[config.mk]
export PLATFORM = sky130hd
export DESIGN_NAME = sram_arbiter
export DESIGN_NICKNAME = d
export VERILOG_FILES = /design/src/rtl/sram_arbiter.sv
export SDC_FILE = /design/constraint.sdc
export NUM_CORES = 1
export LEC_CHECK = 0
export CORE_ASPECT_RATIO = 1.1
export CORE_MARGIN = 2
export CORE_UTILIZATION = 25
export CTS_CLUSTER_DIAMETER = 150
export CTS_CLUSTER_SIZE = 25
export DETAILED_ROUTE_END_ITERATION = 10
export PLACE_DENSITY = 0.64
export SKIP_LAST_GASP = 1
export SYNTH_ARGS = -nofsm -noshare
export SYNTH_HDL_FRONTEND = slang
export SYNTH_SLANG_ARGS = --single-unit
export TNS_END_PERCENT = 30
[constraint.sdc]
create_clock -name clk -period 1.8 [get_ports clk]
set_input_delay 0.36 -clock clk [delete_from_list [all_inputs] [get_ports clk]]
set_output_delay 0.36 -clock clk [all_outputs]
set_load 0.02 [all_outputs]
[src/rtl/sram_arbiter.sv]
// Two-requester valid/ready arbiter and sequencer in front of a single-port SRAM.
// Round-robin by default; define SRAM_ARB_FIXED_PRIO_EN to make requester 0 win every tie.

module sram_arbiter_rsp #(
  parameter int DW = 16
) (
  input  logic          clk,
  input  logic          reset,
  input  logic          i_cap,
  input  logic [DW-1:0] i_rdata,
  output logic          o_valid,
  output logic [DW-1:0] o_rdata
);
  logic          r_valid;
  logic [DW-1:0] r_rdata;

  // Read data is captured on the edge that ends WAIT, so the pulse lands exactly in RESP
  always_ff @(posedge clk) begin
    if (!reset) begin
      r_valid <= 1'b0;
      r_rdata <= '0;
    end else begin
      r_valid <= i_cap;
      if (i_cap) r_rdata <= i_rdata;
    end
  end

  assign o_valid = r_valid;
  assign o_rdata = r_rdata;
endmodule

module sram_arbiter #(
  parameter int AW = 8,
  parameter int DW = 16
) (
  input  logic          clk,
  input  logic          reset,
  input  logic          req0_valid,
  input  logic          req0_we,
  input  logic [AW-1:0] req0_addr,
  input  logic [DW-1:0] req0_wdata,
  output logic          req0_ready,
  output logic          rsp0_valid,
  output logic [DW-1:0] rsp0_rdata,
  input  logic          req1_valid,
  input  logic          req1_we,
  input  logic [AW-1:0] req1_addr,
  input  logic [DW-1:0] req1_wdata,
  output logic          req1_ready,
  output logic          rsp1_valid,
  output logic [DW-1:0] rsp1_rdata,
  output logic [AW-1:0] mem_addr,
  output logic [DW-1:0] mem_wdata,
  output logic          mem_we,
  output logic          mem_re,
  input  logic [DW-1:0] mem_rdata
);
  localparam int NUM_REQ = 2;

  typedef enum logic [1:0] {IDLE, ISSUE, WAIT, RESP} state_t;

  state_t r_state, w_next;

  logic          r_win;
  logic          r_we;
  logic [AW-1:0] r_mem_addr;
  logic [DW-1:0] r_mem_wdata;
  logic          r_mem_we;
  logic          r_mem_re;

  logic          w_win1;
  logic          w_accept;
  logic          w_acc_we;
  logic [AW-1:0] w_acc_addr;
  logic [DW-1:0] w_acc_wdata;

  logic [NUM_REQ-1:0]         w_rsp_valid;
  logic [NUM_REQ-1:0][DW-1:0] w_rsp_rdata;

`ifdef SRAM_ARB_FIXED_PRIO_EN
  // Requester 1 only wins when requester 0 is not asking
  assign w_win1 = ~req0_valid;
`else
  logic r_last_grant;

  // A lone requester wins; on a tie the one not granted last time wins
  assign w_win1 = req0_valid ? (req1_valid & ~r_last_grant) : 1'b1;

  always_ff @(posedge clk) begin
    if (!reset)        r_last_grant <= 1'b1;
    else if (w_accept) r_last_grant <= w_win1;
  end
`endif

  assign w_accept    = (r_state == IDLE) & reset & (req0_valid | req1_valid);
  assign req0_ready  = w_accept & ~w_win1;
  assign req1_ready  = w_accept &  w_win1;
  assign w_acc_we    = w_win1 ? req1_we    : req0_we;
  assign w_acc_addr  = w_win1 ? req1_addr  : req0_addr;
  assign w_acc_wdata = w_win1 ? req1_wdata : req0_wdata;

  always_comb begin
    w_next = r_state;
    case (r_state)
      IDLE:    if (w_accept) w_next = ISSUE;
      ISSUE:   w_next = r_we ? IDLE : WAIT;
      WAIT:    w_next = RESP;
      RESP:    w_next = IDLE;
      default: w_next = IDLE;
    endcase
  end

  always_ff @(posedge clk) begin
    if (!reset) r_state <= IDLE;
    else        r_state <= w_next;
  end

  // Memory pins are loaded on the accept edge so they are already registered during ISSUE
  always_ff @(posedge clk) begin
    if (!reset) begin
      r_win       <= 1'b0;
      r_we        <= 1'b0;
      r_mem_addr  <= '0;
      r_mem_wdata <= '0;
      r_mem_we    <= 1'b0;
      r_mem_re    <= 1'b0;
    end else begin
      r_mem_we <= 1'b0;
      r_mem_re <= 1'b0;
      if (w_accept) begin
        r_win       <= w_win1;
        r_we        <= w_acc_we;
        r_mem_addr  <= w_acc_addr;
        r_mem_wdata <= w_acc_wdata;
        r_mem_we    <= w_acc_we;
        r_mem_re    <= ~w_acc_we;
      end
    end
  end

  assign mem_addr  = r_mem_addr;
  assign mem_wdata = r_mem_wdata;
  assign mem_we    = r_mem_we;
  assign mem_re    = r_mem_re;

  for (genvar g = 0; g < NUM_REQ; g++) begin : g_rsp
    sram_arbiter_rsp #(.DW(DW)) u_rsp (
      .clk     (clk),
      .reset   (reset),
      .i_cap   ((r_state == WAIT) && (r_win == (g == 1))),
      .i_rdata (mem_rdata),
      .o_valid (w_rsp_valid[g]),
      .o_rdata (w_rsp_rdata[g])
    );
  end

  assign rsp0_valid = w_rsp_valid[0];
  assign rsp0_rdata = w_rsp_rdata[0];
  assign rsp1_valid = w_rsp_valid[1];
  assign rsp1_rdata = w_rsp_rdata[1];
endmodule

==> flow_summary.html <==
<table>
<tr><th>Metric</th><th>Value</th></tr>
<tr><th colspan="2">Timing</th></tr>
<tr><td>Layout Skew</td><td>3.61 ps</td></tr>
<tr><td>Relative slew slack</td><td>73.8%</td></tr>
<tr><td>Final count of hold timing violations</td><td>0</td></tr>
<tr><td>Least setup slack across all paths after layout</td><td>54.1 ps</td></tr>
<tr><td>Final setup violation count</td><td>0</td></tr>
<tr><td>Achievable Freq</td><td>0.573 GHz</td></tr>
<tr><td>Slew at the pin with the worst max-slew slack</td><td>393 ps</td></tr>
<tr><td>Setup repair after global routing missed its margin</td><td>true</td></tr>
<tr><td>Max-slew violation count</td><td>0</td></tr>
<tr><td>Post-layout min period</td><td>1750 ps</td></tr>
<tr><td>Final period utilization</td><td>97.0%</td></tr>
<tr><th colspan="2">Logic synthesis</th></tr>
<tr><td>Yosys Warn Count</td><td>0</td></tr>
<tr><td>Register bit count reported by yosys</td><td>65</td></tr>
<tr><td>Cell accounting for the most synthesized area</td><td>sky130_fd_sc_hd__dfxtp_1</td></tr>
<tr><td>Most common cell in the synthesized netlist</td><td>sky130_fd_sc_hd__nand2_1</td></tr>
<tr><td>Synth Area per Inst</td><td>8.21 µm²</td></tr>
<tr><td>Primary flip-flop cell chosen by synthesis mapping</td><td>sky130_fd_sc_hd__dfxtp_1</td></tr>
<tr><td>Distinct cells, synth</td><td>22</td></tr>
<tr><td>Sequential element share of the synthesized area</td><td>55.1%</td></tr>
<tr><td>Share of the synthesized area in the top cell type</td><td>55.1%</td></tr>
<tr><td>Netlist Area Pre-Place</td><td>2360 µm²</td></tr>
<tr><td>Count of flip-flops with a built-in enable after synthesis</td><td>0</td></tr>
<tr><td>Most numerous cell types in the synthesized netlist</td><td>117 x sky130_fd_sc_hd__nand2_1, 65 x sky130_fd_sc_hd__dfxtp_1, 35 x sky130_fd_sc_hd__a21oi_1, 24 x sky130_fd_sc_hd__a22oi_1</td></tr>
<tr><td>Synthesized net count</td><td>358</td></tr>
<tr><td>Synth Instances</td><td>288</td></tr>
<tr><td>Largest cells by area after synthesis</td><td>sky130_fd_sc_hd__dfxtp_1 55%, sky130_fd_sc_hd__nand2_1 19%, sky130_fd_sc_hd__a22oi_1 7.6%</td></tr>
<tr><td>Async set-reset flop share out of synthesis</td><td>0%</td></tr>
<tr><th colspan="2">CTS</th></tr>
<tr><td>Number of sinks on the clock net</td><td>65</td></tr>
<tr><td>Number of buffers added by the clock tree synthesis step</td><td>9</td></tr>
<tr><td>TritonCTS clock tree</td><td>done</td></tr>
<tr><td>Number of buffers inserted by post-CTS setup repair</td><td>0</td></tr>
<tr><td>Deepest level of the CTS H-tree</td><td>3</td></tr>
<tr><td>Total of hold buffers inserted after clock tree synthesis</td><td>0</td></tr>
<tr><td>CTS Root Cell</td><td>sky130_fd_sc_hd__clkbuf_8</td></tr>
<tr><td>Reg clk slew, reported paths</td><td>70 ps</td></tr>
<tr><td>Max Buffers Root-to-Sink</td><td>2</td></tr>
<tr><td>Skew-Pair Late Insertion Delay</td><td>330 ps</td></tr>
<tr><th colspan="2">Place</th></tr>
<tr><td>Placed cell areas</td><td>3870 µm²</td></tr>
<tr><td>GPL Wtd Cong</td><td>0.857</td></tr>
<tr><td>Post-placement setup slack</td><td>-556 ps</td></tr>
<tr><td>IO buf count</td><td>131</td></tr>
<tr><td>Number of cells in the design after placement</td><td>536</td></tr>
<tr><td>Estimated wirelength of the detail-placed design</td><td>5.18 mm</td></tr>
<tr><th colspan="2">Cells and area</th></tr>
<tr><td>Synthesis-to-layout area growth</td><td>71.7%</td></tr>
<tr><td>Number of cells in the finished layout apart from fillers</td><td>552</td></tr>
<tr><td>Core occupancy in the finished layout</td><td>43.8%</td></tr>
<tr><td>Final Instance Area</td><td>4060 µm²</td></tr>
<tr><td>Number of diodes</td><td>0</td></tr>
<tr><td>Count of filler cells inserted in the layout</td><td>925</td></tr>
<tr><td>Ratio of cells with drive above 1 in the final layout</td><td>9.66%</td></tr>
<tr><td>Number of nets in the finished design</td><td>500</td></tr>
<tr><th colspan="2">Drt</th></tr>
<tr><td>Post-DR vias/cell</td><td>4.43</td></tr>
<tr><td>DRC violations left</td><td>0</td></tr>
<tr><td>Router iterations before antenna repair</td><td>4</td></tr>
<tr><td>Remaining antenna violation count after routing</td><td>0</td></tr>
<tr><td>DRT iter0 DRCs</td><td>55</td></tr>
<tr><td>Final routed wire length divided by cell count</td><td>12.9 µm</td></tr>
<tr><td>Via count</td><td>2445</td></tr>
<tr><td>Post-Route WL</td><td>7.10 mm</td></tr>
<tr><th colspan="2">Setup path</th></tr>
<tr><td>Critical path required time</td><td>1440 ps</td></tr>
<tr><td>Data arrival, critical path</td><td>1390 ps</td></tr>
<tr><td>Largest stage delay, worst path</td><td>320 ps</td></tr>
<tr><td>Cells along the critical path</td><td>or2_4 -&gt; nor4_4 -&gt; buf_4</td></tr>
<tr><td>Critical path class</td><td>reg2out</td></tr>
<tr><td>Critical Path Source Type</td><td>register</td></tr>
<tr><td>Critical Path Slowest Stage Cell</td><td>sky130_fd_sc_hd__dfxtp_2</td></tr>
<tr><td>Max FO, Critical Path</td><td>2</td></tr>
<tr><td>Kind of end point of the critical path</td><td>output port</td></tr>
<tr><th colspan="2">Die</th></tr>
<tr><td>Number of placement rows</td><td>37</td></tr>
<tr><td>Horiz. Die Dim</td><td>96.7 µm</td></tr>
<tr><td>Area of the core</td><td>9260 µm²</td></tr>
<tr><td>Starting density of the core</td><td>25.5%</td></tr>
<tr><td>Top-level port count</td><td>132</td></tr>
<tr><td>Die footprint</td><td>10200 µm²</td></tr>
<tr><td>Die height</td><td>106 µm</td></tr>
<tr><th colspan="2">GRT</th></tr>
<tr><td>Maximum number of pins on one net before global-route repair</td><td>38</td></tr>
<tr><td>Number of antenna violations at the first check in global routing</td><td>0</td></tr>
<tr><td>Global-route wire length before repair</td><td>11.8 mm</td></tr>
<tr><td>Final global-route overflow total</td><td>0</td></tr>
<tr><td>Vias in the first global route</td><td>2482</td></tr>
<tr><td>Global-route total usage across every layer</td><td>14.0%</td></tr>
<tr><th colspan="2">Hold path</th></tr>
<tr><td>Kind of path behind the tightest hold check</td><td>in2reg</td></tr>
<tr><th colspan="2">Run</th></tr>
<tr><td>Total of max-cap violations</td><td>0</td></tr>
<tr><th colspan="2">Power and ir drop</th></tr>
<tr><td>Max rail drop VDD</td><td>0.000337 V</td></tr>
<tr><td>Cell Pwr Density</td><td>835 nW/µm²</td></tr>
<tr><td>Overall power</td><td>0.00339 W</td></tr>
<tr><td>Cell leakage power</td><td>1.59 nW</td></tr>
<tr><th colspan="2">Outcome</th></tr>
<tr><td>Run status</td><td>finished clean</td></tr>
</table>
-- kinds of logic after synthesis --
kind of cell	synth area share, %
AOI/OAI and AO/OA	16.1
buffers and inverters	4.55
and+or+nand+nor	23.8
DFF	55.1
muxes	0.424
-- path summary, 6_finish.rpt --
path,from,end,slack (ps),depth (start not counted)
setup / recovery,r_state[0],req0_ready,50,3
hold / removal,reset,r_last_grant,440,3
setup reg to reg,r_state[0],mem_wdata[4],330,5
hold reg to reg,g_rsp[1].u_rsp.o_rdata[10],g_rsp[1].u_rsp.o_rdata[10],450,2
-- layout make-up --
| cell class | instances | area (µm²) | area share [%] |
|---|---|---|---|
| clock buffers | 13 | 159 | 3.91 |
| flip-flops and latches | 65 | 1300 | 32.1 |
| repair buffers | 149 | 1460 | 36.0 |
| well taps | 117 | 146 | 3.61 |
| clock inverters | 3 | 15.0 | 0.370 |
| multi-input cells | 202 | 962 | 23.7 |
| inverters | 3 | 11.3 | 0.277 |
-- through the flow --
step / hold WS (ps) / setup TNS [ps]
after global placement: 442 / -3920
after global routing: 426 / -44.6
after detailed placement: 449 / -4640
after floorplan: 435 / 0
final: 437 / 0
after CTS: 457 / -125
-- cells in the final DEF, fill, tap and decap left out --
master	count
sky130_fd_sc_hd__o21a_1	1
sky130_fd_sc_hd__a22oi_1	24
sky130_fd_sc_hd__nor3_1	3
sky130_fd_sc_hd__and2_1	2
sky130_fd_sc_hd__a21oi_1	35
sky130_fd_sc_hd__nand2b_1	1
sky130_fd_sc_hd__clkbuf_8	11
sky130_fd_sc_hd__buf_12	1
sky130_fd_sc_hd__o31a_1	1
sky130_fd_sc_hd__nor2_1	9
sky130_fd_sc_hd__dfxtp_1	63
sky130_fd_sc_hd__o21ai_0	2
sky130_fd_sc_hd__nand2_1	117
sky130_fd_sc_hd__mux2i_1	1
sky130_fd_sc_hd__inv_2	2
sky130_fd_sc_hd__nor2b_2	1
sky130_fd_sc_hd__clkdlybuf4s50_1	126
sky130_fd_sc_hd__nor4_4	1
sky130_fd_sc_hd__dfxtp_2	2
sky130_fd_sc_hd__inv_1	1
sky130_fd_sc_hd__and2b_1	1
sky130_fd_sc_hd__nor2b_1	1
sky130_fd_sc_hd__and4_4	1
sky130_fd_sc_hd__clkinv_2	3
sky130_fd_sc_hd__clkbuf_1	2
sky130_fd_sc_hd__or2_4	1
sky130_fd_sc_hd__dlymetal6s2s_1	3
sky130_fd_sc_hd__buf_4	19
-- state kept, by name, indices dropped and copies added (netlist names), named ones only --
signal / cells
g_rsp.u_rsp.o_rdata: 32
mem_wdata: 16
mem_addr: 8
g_rsp.u_rsp.o_valid: 2
mem_re: 1
mem_we: 1
r_last_grant: 1
r_state: 1
r_we: 1
r_win: 1
-- per-layer routing --
layer  vias up  routed length (µm)  track usage, %
li1       1233                   -               -
met1      1099                3120            16.6
met2       105                3220            22.8
met3         8                 640            6.11
met4         0                 116            5.03
met5         -                   0               0
-- what timing repair did --
item / 4_1_cts / 5_1_grt
pin swaps: 2 / 1
endpoints found under the setup margin: 2 / 2
resized for setup: 13 / 8
-- critical path, delay by kind of cell (launching register included) --
| family | cells | cell delay, ps |
|---|---|---|
| and+or+nand+nor | 2 | 530 |
| buffers and inverters | 1 | 210 |
| DFF | 1 | 320 |
-- power breakdown --
| part | internal, W | leakage, nW | switching [W] |
|---|---|---|---|
| clock | 0.000569 | 0.0932 | 0.000530 |
| combinational | 0.000383 | 0.966 | 0.000325 |
| sequential | 0.00153 | 0.531 | 0.0000470 |
| total | 0.00249 | 1.59 | 0.000902 |
Power figures use the tool's default switching activity.
